<file path="src/rtl/fetch_stage.sv">
// LC-3b instruction-fetch stage: owns the PC, the instruction-memory request and the
// IF/ID pipeline register, with stall holding and redirect squashing.
module fetch_stage #(
  parameter logic [15:0] RESET_PC  = 16'h0000,
  parameter logic [15:0] BUBBLE_IR = 16'h0000
) (
  input  logic        clk,
  input  logic        reset,
  input  logic        stall,
  input  logic        pc_redirect,
  input  logic [15:0] pc_target,
  output logic        imem_read,
  output logic [15:0] imem_address,
  input  logic        imem_resp,
  input  logic [15:0] imem_rdata,
  output logic        ifid_valid,
  output logic [15:0] ifid_ir,
  output logic [15:0] ifid_pc
);

  typedef enum logic [1:0] {
    StFetch,
    StHold,
    StDiscard
  } state_e;

  state_e      state_q;
  logic [15:0] pc_q;
  logic [15:0] buf_q;
  logic [15:0] tgt_q;
  logic        valid_q;
  logic [15:0] ir_q;
  logic [15:0] ifpc_q;

  logic [15:0] pc_plus2;
  logic [15:0] target;

  assign pc_plus2 = pc_q + 16'd2;
  assign target   = {pc_target[15:1], 1'b0};

  // The request stays open in DISCARD on the old PC; the redirect target waits in tgt_q.
  assign imem_read    = ~reset & (state_q != StHold);
  assign imem_address = pc_q;

  assign ifid_valid = valid_q;
  assign ifid_ir    = ir_q;
  assign ifid_pc    = ifpc_q;

  always_ff @(posedge clk or posedge reset) begin
    if (reset) begin
      state_q <= StFetch;
      pc_q    <= RESET_PC;
      buf_q   <= 16'h0000;
      tgt_q   <= 16'h0000;
      valid_q <= 1'b0;
      ir_q    <= BUBBLE_IR;
      ifpc_q  <= 16'h0000;
    end else begin
      case (state_q)
        StFetch: begin
          if (imem_resp) begin
            if (pc_redirect) begin
              pc_q    <= target;
              valid_q <= 1'b0;
              ir_q    <= BUBBLE_IR;
            end else if (!stall) begin
              valid_q <= 1'b1;
              ir_q    <= imem_rdata;
              ifpc_q  <= pc_plus2;
              pc_q    <= pc_plus2;
            end else begin
              buf_q   <= imem_rdata;
              state_q <= StHold;
            end
          end else if (pc_redirect) begin
            tgt_q   <= target;
            state_q <= StDiscard;
            valid_q <= 1'b0;
            ir_q    <= BUBBLE_IR;
          end else if (!stall) begin
            valid_q <= 1'b0;
            ir_q    <= BUBBLE_IR;
          end
        end

        StHold: begin
          if (pc_redirect) begin
            pc_q    <= target;
            state_q <= StFetch;
            valid_q <= 1'b0;
            ir_q    <= BUBBLE_IR;
          end else if (!stall) begin
            valid_q <= 1'b1;
            ir_q    <= buf_q;
            ifpc_q  <= pc_plus2;
            pc_q    <= pc_plus2;
            state_q <= StFetch;
          end
        end

        StDiscard: begin
          if (pc_redirect || !stall) begin
            valid_q <= 1'b0;
            ir_q    <= BUBBLE_IR;
          end
          if (imem_resp) begin
            pc_q    <= pc_redirect ? target : tgt_q;
            state_q <= StFetch;
          end else if (pc_redirect) begin
            tgt_q <= target;
          end
        end

        default: state_q <= StFetch;
      endcase
    end
  end

endmodule

</file>
<file path="config.mk">
export PLATFORM = sky130hd
export DESIGN_NAME = fetch_stage
export DESIGN_NICKNAME = d
export VERILOG_FILES = /design/src/rtl/fetch_stage.sv
export SDC_FILE = /design/constraint.sdc
export NUM_CORES = 1
export LEC_CHECK = 0
export CORE_UTILIZATION = 55
export CTS_BUF_LIST = sky130_fd_sc_hd__clkbuf_8
export DETAILED_ROUTE_END_ITERATION = 8
export GPL_ROUTABILITY_DRIVEN = 0
export PLACE_DENSITY = 0.85
export SYNTH_ARGS = -nofsm -noshare
export SYNTH_HDL_FRONTEND = slang
export SYNTH_SLANG_ARGS = --single-unit
</file>
<file path="constraint.sdc">
create_clock -name clk -period 6.9 [get_ports clk]
set_input_delay 0.69 -clock clk [delete_from_list [all_inputs] [get_ports clk]]
set_output_delay 0.69 -clock clk [all_outputs]
set_load 0.005 [all_outputs]
</file>
---- Word-level counts from Yosys, hierarchy flattened ----
Index checks and enable logic that the tools add are counted.
word-level totals
  output and inout port bits .............. 50
  word-level logic and storage cells ...... 71
  flip-flop bits (word level) ............. 83
  bits of input ports ..................... 37
cells by class
  add/sub/neg operators ................... 1
  reduce and logical (&&, ||, !) cells .... 13
  bitwise gates (word level) .............. 4
  equal/unequal tests ..................... 12
  mux-type cells .......................... 34
operator list
  kind                     number
  $mux W16                 16
  $pmux W16 S3             2
  $pmux W16 S2             1
  $add A16 B2 Y16 const B  1
  $ne A3 B3 Y1 const B     5
  $mux W2                  7
  $reduce_and A4 Y1        2
  $mux W1                  6
  $ne A2 B2 Y1 const B     3
  $pmux W2 S3              1
  $reduce_and A3 Y1        2
  $reduce_and A5 Y1        1
  $ne A4 B4 Y1 const B     1
  $reduce_and A2 Y1        2
  $not A1 Y1               3
  $pmux W1 S3              1
  $reduce_bool A3 Y1       1
  $eq A2 B1 Y1 const B     1
  $eq A2 B2 Y1 const B     1
  $logic_not A2 Y1         1
  $ne A2 B1 Y1 const B     1
  $reduce_bool A2 Y1       1
  $reduce_or A2 Y1         1
  $and A1 B1 Y1            1
  2 further kinds          2

---- Depth between registers and ports, before layout ----
Gate-level depths: netlist of run 1.
  depth after elaboration ................. 5
  depth in mapped cells ................... 8
  depth with buffers taken out ............ 6

---- Worst setup path after synthesis of run 1 ----
Ideal clock, no wire load.
  kind .................................... input to register
  start point ............................. in stall
  end point ............................... reg pc_q[2], in the netlist imem_address[2]
  data required time ...................... 6.764 ns
  arrival ................................. 1.755 ns
  cell stages on the path ................. 5
  path buffers ............................ 2
  library setup time ...................... 0.136 ns
  slack ................................... 5.008 ns
  path through ............................ buf_2 nand2b_1 o221ai_1 clkbuf_1 o21ai_0
on the way
  cells in the longest elaborated chain, start to end .. 4
ends and longest elaborated chain
  item                       line  text
  start, declared            9     input logic stall,
  $mux W16 (*) (2 in a row)  n/a
  $mux W16                   n/a
  $pmux W16 S3 (*)           n/a
  end signal, assigned       63    pc_q <= target;
  end signal, assigned       70    pc_q <= pc_plus2;
  end signal, assigned       88    pc_q <= target;
  end, declared              28    logic [15:0] pc_q;
Every way passes the cells marked *; elsewhere a longest branch is shown, timed or not. The select of a mux whose other input is x is not followed.
A chain may end at the register's enable or synchronous reset.

---- Worst setup path after layout of run 1 ----
  start point ............................. reg state_q[0]
  end point ............................... reg ir_q[4], in the netlist ifid_ir[4]
on the way
  cells in the longest elaborated chain, start to end .. 3
ends and longest elaborated chain
  item                                                  line  text
  start, declared                                       27    state_e state_q;
  start signal, assigned                                51    state_q <= StFetch;
  start signal, assigned                                73    state_q <= StHold;
  start signal, assigned                                77    state_q <= StDiscard;
  $eq A2 B1 Y1, or another cell as far along            59    case (state_q)
  $ne A3 B3 Y1 (no line), or another cell as far along  n/a
  $reduce_and A4 Y1 (no line)                           n/a
  end signal, assigned                                  68    ir_q <= imem_rdata;
  end signal, assigned                                  94    ir_q <= buf_q;
  end, declared                                         32    logic [15:0] ir_q;
Parallel ways exist; a longest one is shown, timed or not.

==> flow_results.xml, run 1 <==
<?xml version="1.0" encoding="UTF-8"?>
<metrics>
  <group name="synthesis">
    <metric name="netlist-cell-type-count" unit="">53</metric>
    <metric name="synth_async_sr_flop_share" unit="">1.00</metric>
    <metric name="synth_sequential_area_ratio" unit="">0.507</metric>
    <metric name="number_of_enable_flip_flop_cells_after_synthesis" unit="">0</metric>
    <metric name="post_synth.cell_area_avg" unit="um^2">10.5</metric>
    <metric name="synthesis_stage_register_bit_count" unit="">83</metric>
    <metric name="netlist_area" unit="mm^2">0.00410</metric>
    <metric name="postSynthNetCount" unit="">432</metric>
    <metric name="top_reg_cell_synth" unit="">sky130_fd_sc_hd__dfrtp_1</metric>
    <metric name="synthesis.instances" unit="">390</metric>
    <metric name="yosys_synthesis_warning_count" unit="">0</metric>
  </group>
  <group name="cts">
    <metric name="cts.repair.resized" unit="">0</metric>
    <metric name="htreeDepth" unit="">3</metric>
    <metric name="clkSinkCount" unit="">83</metric>
    <metric name="cts_post_setup_buffers_inserted" unit="">0</metric>
    <metric name="holdBufCountCts" unit="">0</metric>
    <metric name="clk_transition_reported_paths" unit="ns">0.09</metric>
    <metric name="cts.root.buffer_cell" unit="">sky130_fd_sc_hd__clkbuf_8</metric>
    <metric name="cts_buffers" unit="">9</metric>
    <metric name="cts.path.max_buffers" unit="">2</metric>
    <metric name="cts_tree" unit="">built</metric>
    <metric name="worst_skew_pair.late_latency" unit="ns">0.36</metric>
  </group>
  <group name="worst_setup_path">
    <metric name="worst-endpoint-required" unit="ns">7.09</metric>
    <metric name="end_kind" unit="">flop</metric>
    <metric name="r2r_cells" unit="">5</metric>
    <metric name="worst_r2r_startpoint" unit="">state_q[0]</metric>
    <metric name="regToRegSetupSlack" unit="ns">4.16</metric>
    <metric name="worst-setup-path-type" unit="">flop to flop</metric>
    <metric name="worst_setup_path_startpoint" unit="">state_q[0]</metric>
    <metric name="crit_path_start_kind" unit="">flop</metric>
    <metric name="worst_ep_arrival_time" unit="ns">2.93</metric>
    <metric name="worst-path-max-fanout" unit="">32</metric>
  </group>
  <group name="drt">
    <metric name="drc" unit="">0</metric>
    <metric name="detail_route.wirelength" unit="mm">9.76</metric>
    <metric name="drt-vias-per-instance" unit="">5.93</metric>
    <metric name="dr.pass1.iters" unit="">4</metric>
    <metric name="routed-wl-met3" unit="um">530</metric>
    <metric name="first_iter_violations" unit="">299</metric>
    <metric name="final_antenna_net_count" unit="">0</metric>
    <metric name="top_layer_used" unit="">met4</metric>
    <metric name="wl_met2" unit="mm">4.83</metric>
    <metric name="routedWlPerCell" unit="um">17.3</metric>
    <metric name="wirelength_met1" unit="mm">4.25</metric>
    <metric name="detailroute.via_count" unit="">3359</metric>
  </group>
  <group name="final_layout">
    <metric name="fin_cells" unit="">566</metric>
    <metric name="num-nets-final" unit="">504</metric>
    <metric name="diode_count" unit="">0</metric>
    <metric name="layout-drive-gt1-share" unit="">0.141</metric>
    <metric name="final_cell_mix" unit="">84 x sky130_fd_sc_hd__clkdlybuf4s50_1, 83 x sky130_fd_sc_hd__dfrtp_1, 43 x sky130_fd_sc_hd__nand2_1</metric>
    <metric name="layout.cells.most_common" unit="">sky130_fd_sc_hd__clkdlybuf4s50_1</metric>
    <metric name="area.growth.synth_to_final" unit="%">27.2</metric>
  </group>
  <group name="sta">
    <metric name="timing.final.crit_share" unit="">0.397</metric>
    <metric name="slew_headroom" unit="">0.185</metric>
    <metric name="timing_hold_violations_final" unit="">0</metric>
    <metric name="fmaxAchievable" unit="MHz">365</metric>
    <metric name="setup_repair_after_global_routing_missed_its_margin" unit="">false</metric>
    <metric name="clock_skew" unit="ns">0.0162</metric>
    <metric name="final-max-slew-violation-count" unit="">0</metric>
    <metric name="tightestPinTransition" unit="ns">1.22</metric>
    <metric name="setup_total_negative_slack" unit="ns">0</metric>
    <metric name="setup-violations-final" unit="">0</metric>
    <metric name="period_minus_slack" unit="ns">2.74</metric>
  </group>
  <group name="placement">
    <metric name="placement.io_buffers" unit="">85</metric>
    <metric name="detailed_place_hpwl" unit="mm">6.29</metric>
    <metric name="placed_cells" unit="">550</metric>
  </group>
  <group name="floorplan">
    <metric name="row_count" unit="">31</metric>
    <metric name="die-height" unit="um">88.3</metric>
    <metric name="die_w" unit="um">88.3</metric>
    <metric name="fp.coreArea" unit="mm^2">0.00721</metric>
    <metric name="initial_core_util" unit="">0.568</metric>
    <metric name="die_area" unit="mm^2">0.00780</metric>
    <metric name="boundaryPins" unit="">87</metric>
  </group>
  <group name="grt">
    <metric name="first_global_vias" unit="">3103</metric>
    <metric name="initial_antenna_violation_count" unit="">0</metric>
    <metric name="overflow" unit="">0</metric>
    <metric name="global_route_wire_length_before_repair" unit="mm">15.6</metric>
    <metric name="globalRouteTotalUtil" unit="">0.265</metric>
    <metric name="grt_max_degree" unit="">84</metric>
  </group>
  <group name="power_and_ir_drop">
    <metric name="net-switching-power" unit="uW">733</metric>
    <metric name="p_per_area" unit="mW/mm^2">410</metric>
    <metric name="leakage" unit="uW">0.00213</metric>
    <metric name="clockPowerShare" unit="">0.191</metric>
    <metric name="power_frac_seq" unit="">0.409</metric>
    <metric name="netSwitchingFraction" unit="">0.343</metric>
    <metric name="worst_vdd_drop" unit="mV">0.226</metric>
    <metric name="power.share.combinational" unit="">0.400</metric>
    <metric name="power.internal" unit="uW">1400</metric>
  </group>
  <group name="flow_run">
    <metric name="drv_cap" unit="">0</metric>
  </group>
  <group name="status">
    <metric name="outcome" unit="">finished, final reports clean</metric>
  </group>
  <group name="min_path">
    <metric name="worst_hold_path.num_cells" unit="">2</metric>
    <metric name="worst_hold_path_type" unit="">flop to flop</metric>
    <metric name="hold_path.startpoint" unit="">ifid_ir[12]</metric>
  </group>
</metrics>
worst paths after layout:
check | end
max | ifid_ir[4]
min | ifid_ir[12]
max reg2reg | ifid_ir[4]
min reg2reg | ifid_ir[12]
max in group asynchronous | buf_q[13]
min in group asynchronous | buf_q[2]
synth_stat cells (2+ instances only):
cell | number | share of area
sky130_fd_sc_hd__a21oi_1 | 20 | 0.024
sky130_fd_sc_hd__a22oi_1 | 17 | 0.031
sky130_fd_sc_hd__a31oi_1 | 5 | 0.0076
sky130_fd_sc_hd__and2_1 | 3 | 0.0046
sky130_fd_sc_hd__buf_2 | 8 | 0.0098
sky130_fd_sc_hd__clkbuf_1 | 18 | 0.016
sky130_fd_sc_hd__dfrtp_1 | 83 | 0.51
sky130_fd_sc_hd__ha_1 | 5 | 0.015
sky130_fd_sc_hd__inv_1 | 9 | 0.0082
sky130_fd_sc_hd__mux2_2 | 36 | 0.099
sky130_fd_sc_hd__mux2i_1 | 5 | 0.012
sky130_fd_sc_hd__nand2_1 | 43 | 0.039
sky130_fd_sc_hd__nand2b_1 | 4 | 0.0061
sky130_fd_sc_hd__nand3_1 | 7 | 0.0086
sky130_fd_sc_hd__nand4_1 | 3 | 0.0046
sky130_fd_sc_hd__nor2_1 | 25 | 0.023
sky130_fd_sc_hd__nor2b_1 | 2 | 0.0031
sky130_fd_sc_hd__nor3_1 | 5 | 0.0061
sky130_fd_sc_hd__nor4_1 | 3 | 0.0046
sky130_fd_sc_hd__o21ai_0 | 20 | 0.024
sky130_fd_sc_hd__o22ai_1 | 2 | 0.0031
sky130_fd_sc_hd__o2bb2ai_1 | 7 | 0.015
sky130_fd_sc_hd__o311a_1 | 2 | 0.0049
sky130_fd_sc_hd__o31ai_1 | 17 | 0.031
sky130_fd_sc_hd__or3_1 | 2 | 0.0031
sky130_fd_sc_hd__xnor2_1 | 9 | 0.019
sky130_fd_sc_hd__xor2_1 | 4 | 0.0086
power groups by stage:
| stage | Combinational, uW | Clock [uW] | Sequential, uW |
|---|---|---|---|
| 6_report | 855 | 408 | 875 |
| 5_1_grt | 939 | 430 | 903 |
| 4_1_cts | 856 | 410 | 872 |
| 3_5_place_dp | 848 | 0 | 880 |
| 3_3_place_gp | 815 | 0 | 863 |
| 2_1_floorplan | 493 | 0 | 848 |
worst max-delay path, stage by stage, from the launching register on:
cell	delay, ns
sky130_fd_sc_hd__dfrtp_1	0.46
sky130_fd_sc_hd__inv_1	0.12
sky130_fd_sc_hd__ha_1	0.74
sky130_fd_sc_hd__nor3_1	0.12
sky130_fd_sc_hd__o21bai_2	0.97
sky130_fd_sc_hd__o31ai_1	0.18
stage by stage:
stage / setup WS, ns / cell area, um^2 / utilization / total power, uW / hold WS, ns
after floorplan: 4.07 / 4100 / - / 1340 / 0.453
after global placement: 3.97 / 4970 / 0.690 / 1680 / 0.461
after detailed placement: 3.96 / 4970 / 0.690 / 1730 / 0.466
after CTS: 4.13 / 5210 / 0.722 / 2140 / 0.483
after global routing: 3.82 / 5210 / 0.722 / 2270 / 0.513
final: 4.16 / 5210 / 0.722 / 2140 / 0.478
cells by family after synthesis:
kind of cell    Yosys count  synth area share
simple gates            104             0.121
xor+xnor                 13            0.0278
buf+inv                  38            0.0400
mux                      41             0.111
fa+ha+maj                 5            0.0153
compound gates          106             0.178
flops                    83             0.507
area by class of cell:
cell class	count	area, um^2
flip-flops and latches	83	2080
fillers	523	2010
multi-input cells	269	1860
repair buffers	89	876
clock buffers	9	124
well taps	99	124
clock inverters	7	110
inverters	10	38.8
per-layer routing:
| metal | vias up | track usage |
|---|---|---|
| met5 | - | 0 |
| met4 | 0 | 0.0865 |
| met3 | 15 | 0.0532 |
| met2 | 111 | 0.421 |
| met1 | 1670 | 0.369 |
| li1 | 1563 | - |
state kept, by name, indices dropped and copies added (netlist names):
signal / cells
state_q: 2
tgt_q: 16
buf_q: 16
ifid_pc: 16
ifid_ir: 16
ifid_valid: 1
imem_address: 16
Power figures use the tool's default switching activity.
==> inputs of run 2 (changes only) <==
Settings changed: CORE_UTILIZATION 55 to 53, PLACE_DENSITY 0.85 to 0.83.
Clock period 6.9 ns to 2.8 ns, I/O delays scaled along.
==> run 2 against run 1 <==
Core utilization shrank 1.7 points. Worst setup slack worse by 3.7 ns. Clock power grew 95%. Clock-buffer cell count unchanged. Hold slack worse by 0.13 ns. Power is 140% higher. Sequential power increased by 150%. Largest cell class unchanged. Highest routed layer unchanged.
==> flow_results.xml, run 2 (synthesis results as in run 1) <==
<?xml version="1.0" encoding="UTF-8"?>
<metrics>
  <group name="cts">
    <metric name="cts.root.buffer_cell" unit="">sky130_fd_sc_hd__clkbuf_8</metric>
    <metric name="cts_post_setup_buffers_inserted" unit="">0</metric>
    <metric name="cts_tree" unit="">built</metric>
    <metric name="cts_buffers" unit="">9</metric>
    <metric name="worst_skew_pair.late_latency" unit="ns">0.36</metric>
    <metric name="clkSinkCount" unit="">83</metric>
    <metric name="clk_transition_reported_paths" unit="ns">0.07</metric>
    <metric name="holdBufCountCts" unit="">0</metric>
    <metric name="htreeDepth" unit="">3</metric>
    <metric name="cts.path.max_buffers" unit="">2</metric>
    <metric name="cts.repair.resized" unit="">0</metric>
  </group>
  <group name="worst_setup_path">
    <metric name="worst_ep_arrival_time" unit="ns">2.54</metric>
    <metric name="worst-path-max-fanout" unit="">16</metric>
    <metric name="crit-reg2reg-capture" unit="">tgt_q[15]</metric>
    <metric name="r2r_cells" unit="">5</metric>
    <metric name="worst_r2r_startpoint" unit="">state_q[1]</metric>
    <metric name="regToRegSetupSlack" unit="ns">0.49</metric>
    <metric name="end_kind" unit="">flop</metric>
    <metric name="worst-setup-path-type" unit="">flop to flop</metric>
    <metric name="crit_path_start_kind" unit="">flop</metric>
    <metric name="worst-endpoint-required" unit="ns">3.03</metric>
  </group>
  <group name="drt">
    <metric name="routedWlPerCell" unit="um">16.5</metric>
    <metric name="first_iter_violations" unit="">246</metric>
    <metric name="detailroute.via_count" unit="">3339</metric>
    <metric name="drc" unit="">0</metric>
    <metric name="detail_route.wirelength" unit="mm">9.40</metric>
    <metric name="dr.pass1.iters" unit="">5</metric>
    <metric name="final_antenna_net_count" unit="">0</metric>
    <metric name="drt-vias-per-instance" unit="">5.88</metric>
  </group>
  <group name="floorplan">
    <metric name="boundaryPins" unit="">87</metric>
    <metric name="initial_core_util" unit="">0.556</metric>
    <metric name="row_count" unit="">31</metric>
    <metric name="fp.coreArea" unit="mm^2">0.00737</metric>
    <metric name="die-height" unit="um">89.9</metric>
    <metric name="die_w" unit="um">89.9</metric>
    <metric name="die_area" unit="mm^2">0.00808</metric>
  </group>
  <group name="sta">
    <metric name="postLayoutSetupSlackWorst" unit="ns">0.493</metric>
    <metric name="fmaxAchievable" unit="MHz">433</metric>
    <metric name="timing_hold_violations_final" unit="">0</metric>
    <metric name="setup_repair_after_global_routing_missed_its_margin" unit="">false</metric>
    <metric name="clock_skew" unit="ns">0.00806</metric>
    <metric name="slew_headroom" unit="">0.512</metric>
    <metric name="hold-worst-slack" unit="ns">0.344</metric>
    <metric name="setup-violations-final" unit="">0</metric>
    <metric name="timing.final.crit_share" unit="">0.824</metric>
    <metric name="final-max-slew-violation-count" unit="">0</metric>
    <metric name="period_minus_slack" unit="ns">2.31</metric>
    <metric name="tightestPinTransition" unit="ns">0.732</metric>
    <metric name="setup_total_negative_slack" unit="ns">0</metric>
  </group>
  <group name="grt">
    <metric name="grt_max_degree" unit="">51</metric>
    <metric name="overflow" unit="">0</metric>
    <metric name="global_route_wire_length_before_repair" unit="mm">15.9</metric>
    <metric name="first_global_vias" unit="">3195</metric>
    <metric name="globalRouteTotalUtil" unit="">0.248</metric>
    <metric name="initial_antenna_violation_count" unit="">0</metric>
  </group>
  <group name="final_layout">
    <metric name="diode_count" unit="">0</metric>
    <metric name="layout.cells.most_common" unit="">sky130_fd_sc_hd__clkdlybuf4s50_1</metric>
    <metric name="num-nets-final" unit="">509</metric>
    <metric name="layout-drive-gt1-share" unit="">0.149</metric>
    <metric name="final_area" unit="mm^2">0.00520</metric>
    <metric name="final_cell_mix" unit="">85 x sky130_fd_sc_hd__clkdlybuf4s50_1, 83 x sky130_fd_sc_hd__dfrtp_1, 43 x sky130_fd_sc_hd__nand2_1</metric>
    <metric name="area.growth.synth_to_final" unit="%">26.9</metric>
  </group>
  <group name="power_and_ir_drop">
    <metric name="leakage" unit="uW">0.00212</metric>
    <metric name="p_per_area" unit="mW/mm^2">970</metric>
    <metric name="total_power" unit="uW">5040</metric>
    <metric name="worst_vdd_drop" unit="mV">0.604</metric>
  </group>
  <group name="min_path">
    <metric name="worst_hold_path_type" unit="">input pin to async pin</metric>
  </group>
  <group name="placement">
    <metric name="detailed_place.area" unit="mm^2">0.00503</metric>
    <metric name="placement.io_buffers" unit="">85</metric>
    <metric name="detailed_place_hpwl" unit="mm">6.50</metric>
    <metric name="pre_cts_slack" unit="ns">0.546</metric>
  </group>
  <group name="status">
    <metric name="outcome" unit="">finished, final reports clean</metric>
  </group>
  <group name="flow_run">
    <metric name="drv_cap" unit="">0</metric>
  </group>
</metrics>
-- run 2: changes by cell type in the layout (fill, tap and decap cells not counted), moves of 2 or more --
cell	before	now
sky130_fd_sc_hd__bufinv_16	3	1
sky130_fd_sc_hd__inv_1	11	8
sky130_fd_sc_hd__buf_4	4	8
sky130_fd_sc_hd__clkinv_2	1	4
-- run 2: routing by layer --
| layer | up-vias | share of wire | track usage |
|---|---|---|---|
| met5 | - | 0 | 0 |
| met4 | 0 | 0.029 | 0.102 |
| met3 | 24 | 0.051 | 0.0474 |
| met2 | 117 | 0.49 | 0.395 |
| met1 | 1642 | 0.43 | 0.334 |
| li1 | 1556 | - | - |
-- run 2: area by class of cell --
| class | instances | area, um^2 |
|---|---|---|
| clock buffers | 9 | 124 |
| clock inverters | 4 | 45.0 |
| multi-input cells | 269 | 1860 |
| well taps | 99 | 124 |
| repair buffers | 94 | 931 |
| fillers | 555 | 2170 |
| flip-flops and latches | 83 | 2080 |
| inverters | 10 | 38.8 |
-- run 2: critical path, cell delays in order (launching register included) --
cell	delay [ns]
sky130_fd_sc_hd__dfrtp_1	0.47
sky130_fd_sc_hd__inv_1	0.14
sky130_fd_sc_hd__ha_1	0.31
sky130_fd_sc_hd__nor2_1	0.23
sky130_fd_sc_hd__or3_1	0.61
sky130_fd_sc_hd__mux2_2	0.42
-- run 2: worst max path at each step --
stage,startpoint,cells after the start,endpoint,slack (ns)
floorplan,reset,1,buf_q[0],0.38
global placement,pc_redirect,7,imem_address[14],0.59
detailed placement,state_q[1],5,tgt_q[15],0.55
CTS,state_q[1],5,tgt_q[15],0.53
global route,state_q[1],5,tgt_q[15],0.35
finish,state_q[1],5,tgt_q[15],0.49
-- run 2: per-stage QoR --
| stage | instances | util |
|---|---|---|
| after CTS | 568 | 0.705 |
| after global placement | 555 | 0.683 |
| after detailed placement | 555 | 0.683 |
| after floorplan | 390 | - |
| after global routing | 568 | 0.705 |
| final | 568 | 0.705 |
-- run 2: where the power goes --
| group | switching, uW | internal (uW) |
|---|---|---|
| Clock | 403 | 393 |
| Sequential | 431 | 1720 |
| Combinational | 924 | 1180 |
| Total | 1760 | 3290 |
